File: config.mk
export PLATFORM = sky130hd
export DESIGN_NAME = bilateral_norm_div_flat
export DESIGN_NICKNAME = d
export VERILOG_FILES = /design/src/rtl/bilateral_norm_div_pkg.sv /design/src/rtl/bilateral_norm_div_if.sv /design/src/rtl/bilateral_norm_div_core.sv /design/src/rtl/bilateral_norm_div.sv /design/src/flat_wrapper.sv
export SDC_FILE = /design/constraint.sdc
export NUM_CORES = 1
export LEC_CHECK = 0
export ABC_AREA = 1
export BUFFER_PORTS_ARGS = -buffer_cell sky130_fd_sc_hd__buf_2
export CAP_MARGIN = 10
export CORE_UTILIZATION = 40
export CTS_CLUSTER_DIAMETER = 150
export DETAILED_ROUTE_END_ITERATION = 8
export PLACE_DENSITY = 0.68
export REMOVE_ABC_BUFFERS = 1
export SLEW_MARGIN = 20
export SYNTH_ARGS = -nofsm -noshare
export SYNTH_HDL_FRONTEND = slang
export SYNTH_SLANG_ARGS = --single-unit
File: constraint.sdc
create_clock -name clk -period 6.6 [get_ports clk]
set_clock_uncertainty 0.05 [all_clocks]
set_input_delay 1.32 -clock clk [delete_from_list [all_inputs] [get_ports clk]]
set_output_delay 1.32 -clock clk [all_outputs]
set_load 0.03 [all_outputs]
File: src/rtl/bilateral_norm_div_pkg.sv
// Shared constants and FSM state type for the bilateral filter datapath.
package bilateral_pkg;

  localparam int unsigned NUM_W   = 29;
  localparam int unsigned DEN_W   = 21;
  localparam int unsigned PIX_W   = 8;
  localparam int unsigned FRAC    = 1;
  localparam int unsigned QB      = PIX_W + FRAC;
  localparam int unsigned PIX_MAX = (1 << PIX_W) - 1;

  typedef enum logic [1:0] {
    IDLE,
    DIV,
    DONE
  } state_t;

endpackage

File: src/rtl/bilateral_norm_div_if.sv
// Operand/result handshake bundle for the normalisation divider.
interface bilateral_norm_div_if;

  logic                            in_valid;
  logic                            in_ready;
  logic [bilateral_pkg::NUM_W-1:0] in_num;
  logic [bilateral_pkg::DEN_W-1:0] in_den;
  logic                            out_valid;
  logic                            out_ready;
  logic [bilateral_pkg::PIX_W-1:0] out_pix;
  logic                            out_sat;
  logic                            out_dz;

  modport master (
    output in_valid, in_num, in_den, out_ready,
    input  in_ready, out_valid, out_pix, out_sat, out_dz
  );

  modport slave (
    input  in_valid, in_num, in_den, out_ready,
    output in_ready, out_valid, out_pix, out_sat, out_dz
  );

endinterface

File: src/rtl/bilateral_norm_div_core.sv
// Iterative restoring divider: one quotient bit per cycle, MSB first.
module restoring_div_core #(
  parameter int unsigned DVD_W = 30,
  parameter int unsigned DEN_W = 21,
  parameter int unsigned QB    = 9
) (
  input  logic             clk,
  input  logic             rst,
  input  logic             i_start,
  input  logic [DVD_W-1:0] i_dividend,
  input  logic [DEN_W-1:0] i_divisor,
  output logic             o_busy,
  output logic             o_done,
  output logic [QB-1:0]    o_quot
);

  localparam int unsigned CNT_W = $clog2(QB + 1);

  logic [DEN_W-1:0] r_rem;
  logic [DEN_W-1:0] r_den;
  logic [QB-1:0]    r_low;
  logic [QB-1:0]    r_quot;
  logic [CNT_W-1:0] r_cnt;
  logic             r_busy;
  logic             r_done;

  // Caller guarantees dividend >> QB < divisor, so the remainder fits DEN_W
  // bits and the shifted trial value fits DEN_W+1.
  logic [DEN_W:0]   w_trial;
  logic             w_ge;
  logic [DEN_W-1:0] w_rem_nxt;

  always_comb begin
    w_trial   = {r_rem, r_low[QB-1]};
    w_ge      = (w_trial >= {1'b0, r_den});
    w_rem_nxt = w_ge ? DEN_W'(w_trial - {1'b0, r_den}) : w_trial[DEN_W-1:0];
  end

  always_ff @(posedge clk) begin
    if (rst) begin
      r_rem  <= '0;
      r_den  <= '0;
      r_low  <= '0;
      r_quot <= '0;
      r_cnt  <= '0;
      r_busy <= 1'b0;
      r_done <= 1'b0;
    end else begin
      r_done <= 1'b0;
      if (i_start && !r_busy) begin
        r_rem  <= DEN_W'(i_dividend[DVD_W-1:QB]);
        r_low  <= i_dividend[QB-1:0];
        r_den  <= i_divisor;
        r_quot <= '0;
        r_cnt  <= CNT_W'(QB);
        r_busy <= 1'b1;
      end else if (r_busy) begin
        r_rem  <= w_rem_nxt;
        r_low  <= {r_low[QB-2:0], 1'b0};
        r_quot <= {r_quot[QB-2:0], w_ge};
        r_cnt  <= r_cnt - CNT_W'(1);
        if (r_cnt == CNT_W'(1)) begin
          r_busy <= 1'b0;
          r_done <= 1'b1;
        end
      end
    end
  end

  assign o_busy = r_busy;
  assign o_done = r_done;
  assign o_quot = r_quot;

endmodule

File: src/rtl/bilateral_norm_div.sv
// Normalises sum(w*I)/sum(w) to a rounded, saturated 8-bit pixel.
module bilateral_norm_div
  import bilateral_pkg::*;
(
  input  logic                 clk,
  input  logic                 rst,
  bilateral_norm_div_if.slave  bus
);

  state_t r_state, w_next;

  logic [PIX_W-1:0] r_pix, w_pix;
  logic             r_sat, w_sat;
  logic             r_dz,  w_dz;
  logic             r_dz_pend;
  logic             r_ovf_pend;

  logic             w_accept;
  logic             w_in_dz;
  logic             w_in_ovf;
  logic             w_start;
  logic             w_busy;
  logic             w_done;
  logic [QB-1:0]    w_quot;
  logic [QB:0]      w_round;

  restoring_div_core #(
    .DVD_W (NUM_W + FRAC),
    .DEN_W (DEN_W),
    .QB    (QB)
  ) u_core (
    .clk        (clk),
    .rst        (rst),
    .i_start    (w_start),
    .i_dividend ({bus.in_num, {FRAC{1'b0}}}),
    .i_divisor  (bus.in_den),
    .o_busy     (w_busy),
    .o_done     (w_done),
    .o_quot     (w_quot)
  );

  assign w_accept = bus.in_valid && (r_state == IDLE);
  assign w_in_dz  = (bus.in_den == '0);
  assign w_in_ovf = ({1'b0, bus.in_num} >= {1'b0, bus.in_den, {PIX_W{1'b0}}});
  assign w_round  = ({1'b0, w_quot} + (QB+1)'(1)) >> 1;

  // Bypass results are decided at acceptance but presented one cycle later,
  // so every path leaves DIV through the same DONE transition.
  always_comb begin
    w_next  = r_state;
    w_pix   = r_pix;
    w_sat   = r_sat;
    w_dz    = r_dz;
    w_start = 1'b0;
    case (r_state)
      IDLE: begin
        if (w_accept) begin
          w_next  = DIV;
          w_start = !w_in_dz && !w_in_ovf && !w_busy;
        end
      end
      DIV: begin
        if (r_dz_pend) begin
          w_next = DONE;
          w_pix  = '0;
          w_sat  = 1'b0;
          w_dz   = 1'b1;
        end else if (r_ovf_pend) begin
          w_next = DONE;
          w_pix  = PIX_W'(PIX_MAX);
          w_sat  = 1'b1;
          w_dz   = 1'b0;
        end else if (w_done) begin
          w_next = DONE;
          w_dz   = 1'b0;
          if (w_round > (QB+1)'(PIX_MAX)) begin
            w_pix = PIX_W'(PIX_MAX);
            w_sat = 1'b1;
          end else begin
            w_pix = w_round[PIX_W-1:0];
            w_sat = 1'b0;
          end
        end
      end
      DONE: begin
        if (bus.out_ready) begin
          w_next = IDLE;
        end
      end
      default: w_next = IDLE;
    endcase
  end

  always_ff @(posedge clk) begin
    if (rst) begin
      r_state <= IDLE;
    end else begin
      r_state <= w_next;
    end
  end

  always_ff @(posedge clk) begin
    if (rst) begin
      r_pix      <= '0;
      r_sat      <= 1'b0;
      r_dz       <= 1'b0;
      r_dz_pend  <= 1'b0;
      r_ovf_pend <= 1'b0;
    end else begin
      r_pix <= w_pix;
      r_sat <= w_sat;
      r_dz  <= w_dz;
      if (w_accept) begin
        r_dz_pend  <= w_in_dz;
        r_ovf_pend <= w_in_ovf;
      end
    end
  end

  assign bus.in_ready  = (r_state == IDLE);
  assign bus.out_valid = (r_state == DONE);
  assign bus.out_pix   = r_pix;
  assign bus.out_sat   = r_sat;
  assign bus.out_dz    = r_dz;

endmodule

File: src/flat_wrapper.sv
// flat-port wrapper written by rule: the top's interface ports become plain ports
module bilateral_norm_div_flat import bilateral_pkg::*;
  (clk, rst, bus_in_valid, bus_in_num, bus_in_den, bus_out_ready, bus_in_ready, bus_out_valid, bus_out_pix, bus_out_sat, bus_out_dz);
  bilateral_norm_div_if bus_i ();
  input  logic clk;
  input  logic rst;
  input wire logic [$bits(bus_i.in_valid)-1:0] bus_in_valid;
  input wire logic [$bits(bus_i.in_num)-1:0] bus_in_num;
  input wire logic [$bits(bus_i.in_den)-1:0] bus_in_den;
  input wire logic [$bits(bus_i.out_ready)-1:0] bus_out_ready;
  output wire logic [$bits(bus_i.in_ready)-1:0] bus_in_ready;
  output wire logic [$bits(bus_i.out_valid)-1:0] bus_out_valid;
  output wire logic [$bits(bus_i.out_pix)-1:0] bus_out_pix;
  output wire logic [$bits(bus_i.out_sat)-1:0] bus_out_sat;
  output wire logic [$bits(bus_i.out_dz)-1:0] bus_out_dz;
  assign bus_i.in_valid = bus_in_valid;
  assign bus_i.in_num = bus_in_num;
  assign bus_i.in_den = bus_in_den;
  assign bus_i.out_ready = bus_out_ready;
  assign bus_in_ready = bus_i.in_ready;
  assign bus_out_valid = bus_i.out_valid;
  assign bus_out_pix = bus_i.out_pix;
  assign bus_out_sat = bus_i.out_sat;
  assign bus_out_dz = bus_i.out_dz;
  bilateral_norm_div u_core (.clk(clk), .rst(rst), .bus(bus_i));
endmodule
==> results of run 1 <==
cell usage in the layout (no fill, tap or decap), drive strengths merged:
| master | instances |
|---|---|
| a211oi | 10 |
| a21o | 1 |
| a21oi | 69 |
| a22oi | 1 |
| a31oi | 6 |
| a32oi | 1 |
| and2 | 1 |
| buf | 68 |
| bufinv | 1 |
| clkbuf | 10 |
| clkinv | 3 |
| dfxtp | 79 |
| fa | 1 |
| ha | 45 |
| inv | 145 |
| nand2 | 247 |
| nand3 | 45 |
| nand3b | 7 |
| nand4 | 13 |
| nor2 | 112 |
| nor3 | 14 |
| nor4 | 1 |
| o211ai | 4 |
| o21ai | 63 |
| o21bai | 3 |
| or2 | 3 |
| xnor2 | 8 |
| xor2 | 4 |
sequential cells by signal (all words and copies together), names as in the netlist:
signal                cells
u_core.bus.out_sat        1
u_core.bus.out_dz         1
u_core.r_dz_pend          1
u_core.r_ovf_pend         1
u_core.u_core.o_busy      1
u_core.u_core.r_den      21
u_core.u_core.o_quot      9
u_core.u_core.o_done      1
u_core.r_state            2
u_core.u_core.r_cnt       4
u_core.u_core.r_rem      21
u_core.bus.out_pix        8
u_core.u_core.r_low       8
final timing paths:
check | start | end | slack, ps | cells after the start
worst max register to register | u_core.u_core.r_den[12] | u_core.u_core.r_rem[5] | 3660 | 13
worst max-delay path | bus_in_den[4] | u_core.u_core.r_rem[1] | 2900 | 13
worst min-delay path | u_core.u_core.r_cnt[2] | u_core.u_core.r_cnt[2] | 420 | 2
worst min register to register | u_core.u_core.r_cnt[2] | u_core.u_core.r_cnt[2] | 420 | 2
critical path, cell delays in order:
cell and delay [ps]:
buf_2 70, inv_1 50, ha_1 320, nand2_1 90
inv_1 40, nand2_1 60, nand3_1 240, nand2_2 190
nand4_4 150, nor2_4 730, nor2_4 280, a21oi_1 210
a21oi_1 90
stage by stage:
step	utilization	instances	total power, mW	area [µm²]
final	0.465	1145	2.30	6550
after global routing	0.465	1145	2.50	6550
after CTS	0.465	1145	2.31	6550
after detailed placement	0.442	1129	1.76	6230
after global placement	0.442	1129	1.76	6230
after floorplan	-	881	1.49	5660
power breakdown:
part           switching, mW  total [mW]  internal [mW]
combinational          0.777        1.18          0.406
sequential            0.0474       0.589          0.541
clock                  0.220       0.530          0.310
total                   1.05        2.30           1.26
kinds of logic (layout without fill, tap and decap cells):
kind of cell / Yosys count / count (layout) / synth area share
and+or+nand+nor: 443 / 443 / 0.335
buffers and inverters: 171 / 227 / 0.127
AOI/OAI and AO/OA: 158 / 158 / 0.151
DFF: 79 / 79 / 0.269
adders and majority gates: 46 / 46 / 0.0993
xor gates and xnor gates: 12 / 12 / 0.0179
routing by layer:
metal,global-route usage,routed length (µm)
met1,0.272,7420
met4,0.0565,210
met2,0.334,6670
met5,0,0
met3,0.0420,612
area by class of cell:
type	count	share of cell area
Clock buffer	10	0.0365
Clock inverter	6	0.0117
Inverter	143	0.0820
Multi-Input combinational cell	659	0.541
Sequential cell	79	0.241
Tap cell	180	0.0344
Timing Repair Buffer	68	0.0531
==> flow_summary.yaml, run 1 <==
power_and_ir_drop:
  leakage_nw: 3.21
  powerDensity_mw_per_mm2: 352
  peakVddDrop_v: 0.000159
yosys:
  yosysTopAreaCellShare: 0.269
  synth_top_cell_by_area: "dfxtp_1"
  synth-async-reset-ratio: 0
  syn_inst: 909
  ys.flop_type: "dfxtp_1"
  synth_commonest_cells: "237 x nand2_1, 139 x inv_1, 103 x nor2_1"
  syn_avg_cell_area_um2: 6.46
  ys_ff_latch: 79
  synth_warnings: 0
  synthesis.area_mm2: 0.00587
  synthTopCellsByArea: "dfxtp_1 27%, nand2_1 15%, ha_1 9.6%, inv_1 8.9%, nor2_1 6.6%"
  synth_edf_count: 0
  ys_seq_area_frac: 0.269
  netlist-cell-type-count: 45
  yosysMostFrequentCell: "nand2_1"
sta:
  slew_viol_final: 0
  finalSetupViolCount: 0
  finalHoldViolations: 0
  hold_ws_ps: 416
  setup-tns-final_ps: 0
  fmax_mhz: 271
  relSlewSlack: 0.382
  min_period_ps: 3700
  finalWorstSetupSlack_ps: 2900
  worstMarginPinSlew_ps: 924
  period_share: 0.560
  rsz0062_at_grt: "false"
clocking:
  insertion_delay_ps: 350
  cts_tree: "done"
  cts.sinks: 79
  ctsResizeCount: 0
  cts_post_setup_buffers_inserted: 0
  ctsHoldBuffers: 0
  root_buffer: "clkbuf_16"
  htreeDepth: 3
  numCtsBuffers: 9
  clk_pin_slew_ps: 70
  clock_path_buffers: 2
routing:
  dr.pass1.iters: 4
  drc: 0
  vias: 5634
  drt_iter0_drc: 306
  drt-total-wl_um: 14900
  wl_per_cell_um: 13.0
  postRouteAntennaNets: 0
  vias_per_cell: 4.92
global_routing:
  grt_overflow: 0
  grt_max_degree: 46
  grt_pass1_wl_um: 24200
  track_usage: 0.205
  grt_pass1_vias: 5140
  antenna_found_initial: 0
die:
  rows: 43
  die-area_mm2: 0.0152
  die_h_um: 123
  initial_utilization: 0.417
  io_pins: 66
  die_w_um: 123
  coreArea_mm2: 0.0141
placement:
  dp_hpwl_um: 11400
  place_ws_ps: 2570
  gp_congestion: 0.922
  port_buffers: 65
worst_setup_path:
  cp.required_ps: 6790
  cp.arrival_ps: 3880
  end_kind: "register"
  critPathKind: "in -> reg"
  cp_max_fo: 41
  crit_path_start_kind: "input port"
outcome:
  outcome: "finished clean"
hold_path:
  holdCritPathClass: "reg -> reg"
job:
  cap_violations: 0
cells_and_area:
  fillCellCount: 1527
  register_area_mm2: 0.00158
  syn_to_final_growth_pct: 11.5
  drive_gt1_frac: 0.131
  multi_input_area_mm2: 0.00354
  num_antenna_cells: 0
  final_nets: 1060
Note: power is estimated with default switching activity, not from simulation.
==> inputs of run 2 (changes only) <==
--- a/config.mk
+++ b/config.mk
@@ -5,13 +5,13 @@
 export SDC_FILE = /design/constraint.sdc
 export NUM_CORES = 1
 export LEC_CHECK = 0
-export ABC_AREA = 1
+export ABC_AREA = 0
 export BUFFER_PORTS_ARGS = -buffer_cell sky130_fd_sc_hd__buf_2
 export CAP_MARGIN = 10
 export CORE_UTILIZATION = 40
 export CTS_CLUSTER_DIAMETER = 150
 export DETAILED_ROUTE_END_ITERATION = 8
-export PLACE_DENSITY = 0.68
+export PLACE_DENSITY = 0.71
 export REMOVE_ABC_BUFFERS = 1
 export SLEW_MARGIN = 20
 export SYNTH_ARGS = -nofsm -noshare
==> constraint.sdc (replaced) <==
create_clock -name clk -period 3 [get_ports clk]
set_clock_uncertainty 0.05 [all_clocks]
set_input_delay 0.6 -clock clk [delete_from_list [all_inputs] [get_ports clk]]
set_output_delay 0.6 -clock clk [all_outputs]
set_load 0.03 [all_outputs]
==> run 2 against run 1 <==
Compared with the run above: critical path depth decreased by 1; via count decreased by 13%; clock power increased by 130%; combinational power increased by 67%; register-to-register slack got worse by 3500 ps.
==> flow_summary.yaml, run 2 <==
yosys:
  synth-async-reset-ratio: 0
  syn_avg_cell_area_um2: 7.79
  synth_warnings: 0
  netlist-cell-type-count: 61
  ys_ff_latch: 79
  yosysMostFrequentCell: "nor2_1"
  synth_commonest_cells: "98 x nor2_1, 86 x a21oi_1, 79 x dfxtp_1"
  synthesis.area_mm2: 0.00513
  synthTopCellsByArea: "dfxtp_1 31%, ha_1 11%, a21oi_1 8.4%, nor2_1 7.2%, inv_1 4.2%"
  synth_top_cell_by_area: "dfxtp_1"
  synth_edf_count: 0
  syn_inst: 659
  yosysTopAreaCellShare: 0.308
  ys.flop_type: "dfxtp_1"
  ys_seq_area_frac: 0.308
sta:
  finalHoldViolations: 0
  fmax_mhz: 348
  relSlewSlack: 0.545
  setup-tns-final_ps: 0
  finalWorstSetupSlack_ps: 128
  min_period_ps: 2870
  period_share: 0.957
  worstMarginPinSlew_ps: 678
  slew_viol_final: 0
  finalSetupViolCount: 0
  rsz0062_at_grt: "false"
worst_setup_path:
  crit_path_start_kind: "register"
  r2r_slack_ps: 130
  cp.arrival_ps: 3100
  r2r_end: "u_core.u_core.r_rem[18]"
  reg2reg_from: "u_core.u_core.r_low[8]"
  cp_max_fo: 10
  end_kind: "register"
  cp.required_ps: 3230
  critPathKind: "reg -> reg"
  r2r_cells: 12
die:
  die_h_um: 115
  die_w_um: 115
  rows: 41
  die-area_mm2: 0.0133
  io_pins: 66
  initial_utilization: 0.408
  coreArea_mm2: 0.0126
placement:
  place_ws_ps: -154
  gp_congestion: 0.925
  port_buffers: 65
  dpl-instance-area_mm2: 0.00586
  dp_hpwl_um: 10100
job:
  cap_violations: 0
hold_path:
  min_to: "u_core.u_core.r_low[5]"
  hold_depth: 2
  worst_hold_startpoint: "u_core.u_core.r_low[5]"
  holdCritPathClass: "reg -> reg"
power_and_ir_drop:
  finalPower_mw: 4.40
  peakVddDrop_v: 0.000420
  leakage_nw: 2.68
  powerDensity_mw_per_mm2: 705
clocking:
  clk_pin_slew_ps: 70
  numCtsBuffers: 9
  insertion_delay_ps: 350
  cts_tree: "done"
  root_buffer: "clkbuf_16"
  ctsHoldBuffers: 0
  htreeDepth: 3
  clock_path_buffers: 2
  cts.sinks: 79
global_routing:
  grt_overflow: 0
  antenna_found_initial: 0
  grt_pass1_vias: 4613
  grt_max_degree: 42
  track_usage: 0.213
  grt_pass1_wl_um: 22200
cells_and_area:
  final_cell_mix: "98 x nor2_1, 86 x a21oi_1, 78 x dfxtp_1, 65 x buf_2, 57 x inv_1"
  syn_to_final_growth_pct: 21.5
  final_nets: 843
  register_area_mm2: 0.00158
  fillCellCount: 1234
  drive_gt1_frac: 0.199
  num_antenna_cells: 0
  final_common_cell: "nor2_1"
  multi_input_area_mm2: 0.00324
  stdcell_area_mm2: 0.00623
routing:
  postRouteAntennaNets: 0
  drt-total-wl_um: 13500
  drt_iter0_drc: 328
  vias: 4913
  dr.pass1.iters: 5
  vias_per_cell: 5.34
  drc: 0
  wl_per_cell_um: 14.7
outcome:
  outcome: "finished clean"
==> run 2: cell count changes after synthesis, moves of 21 or more <==
cell / change
o21ai_1: -42
nand3_1: -26
mux2i_1: +21
nand2_1: -184
inv_1: -82
a21oi_1: +22
==> run 2: logic make-up after synthesis <==
family / Yosys count / share of synthesized area
AND/OR/NAND/NOR: 223 / 0.196
AO/OA/AOI/OAI: 174 / 0.224
buffers and inverters: 90 / 0.0712
flip-flops: 79 / 0.308
adder cells (fa/ha/maj): 46 / 0.114
multiplexers: 24 / 0.0475
XOR/XNOR: 23 / 0.0393
==> run 2: worst max path at each step <==
stage | startpoint | to | slack [ps] | cells after the start
floorplan | bus_in_den[20] | u_core.u_core.r_rem[0] | -530 | 9
global placement | bus_in_den[15] | u_core.u_core.r_rem[18] | -70 | 11
detailed placement | bus_in_den[15] | u_core.u_core.r_rem[18] | -150 | 11
CTS | u_core.u_core.r_low[8] | u_core.u_core.r_rem[18] | 40 | 12
global route | u_core.u_core.r_den[9] | u_core.u_core.r_rem[10] | 20 | 11
finish | u_core.u_core.r_low[8] | u_core.u_core.r_rem[18] | 130 | 12
==> run 2: critical path, cell delays in order (launching register included) <==
cell      delay [ps]
dfxtp_1          350
inv_1             80
ha_1             220
fa_1             410
nand2b_4         170
a31oi_2          230
o211ai_2         100
o211ai_1         170
a311oi_4         170
buf_6            180
nor3b_1          130
or4_1            410
a31oi_1          140
==> run 2: what timing repair did <==
action,CTS,global route
setup buffers,0,0
gates resized for setup,0,10
setup endpoints to repair,0,40
==> run 2: metal layers <==
layer	share of wire	up-vias	track usage
met4	0.016	0	0.0545
li1	-	2495	-
met3	0.056	25	0.0416
met5	0	-	0
met2	0.44	145	0.332
met1	0.49	2248	0.299
==> run 2: final cells by class <==
class | instances | share of cell area
flip-flops and latches | 79 | 0.254
multi-input cells | 490 | 0.520
repair buffers | 106 | 0.104
inverters | 57 | 0.0343
well taps | 172 | 0.0345
clock inverters | 7 | 0.0167
clock buffers | 9 | 0.0361
==> run 2: through the flow <==
stage               std cells  utilization  hold slack, ps
finish                    920        0.496             410
global route              920        0.496             423
CTS                       920        0.492             409
detailed placement        904        0.466             400
global placement          904        0.466             394
floorplan                 626            -             378
==> run 2: power by group <==
group | leakage [nW] | switching [mW] | internal, mW
registers | 0.645 | 0.0732 | 1.14
logic | 1.88 | 1.09 | 0.874
clock network | 0.154 | 0.475 | 0.739
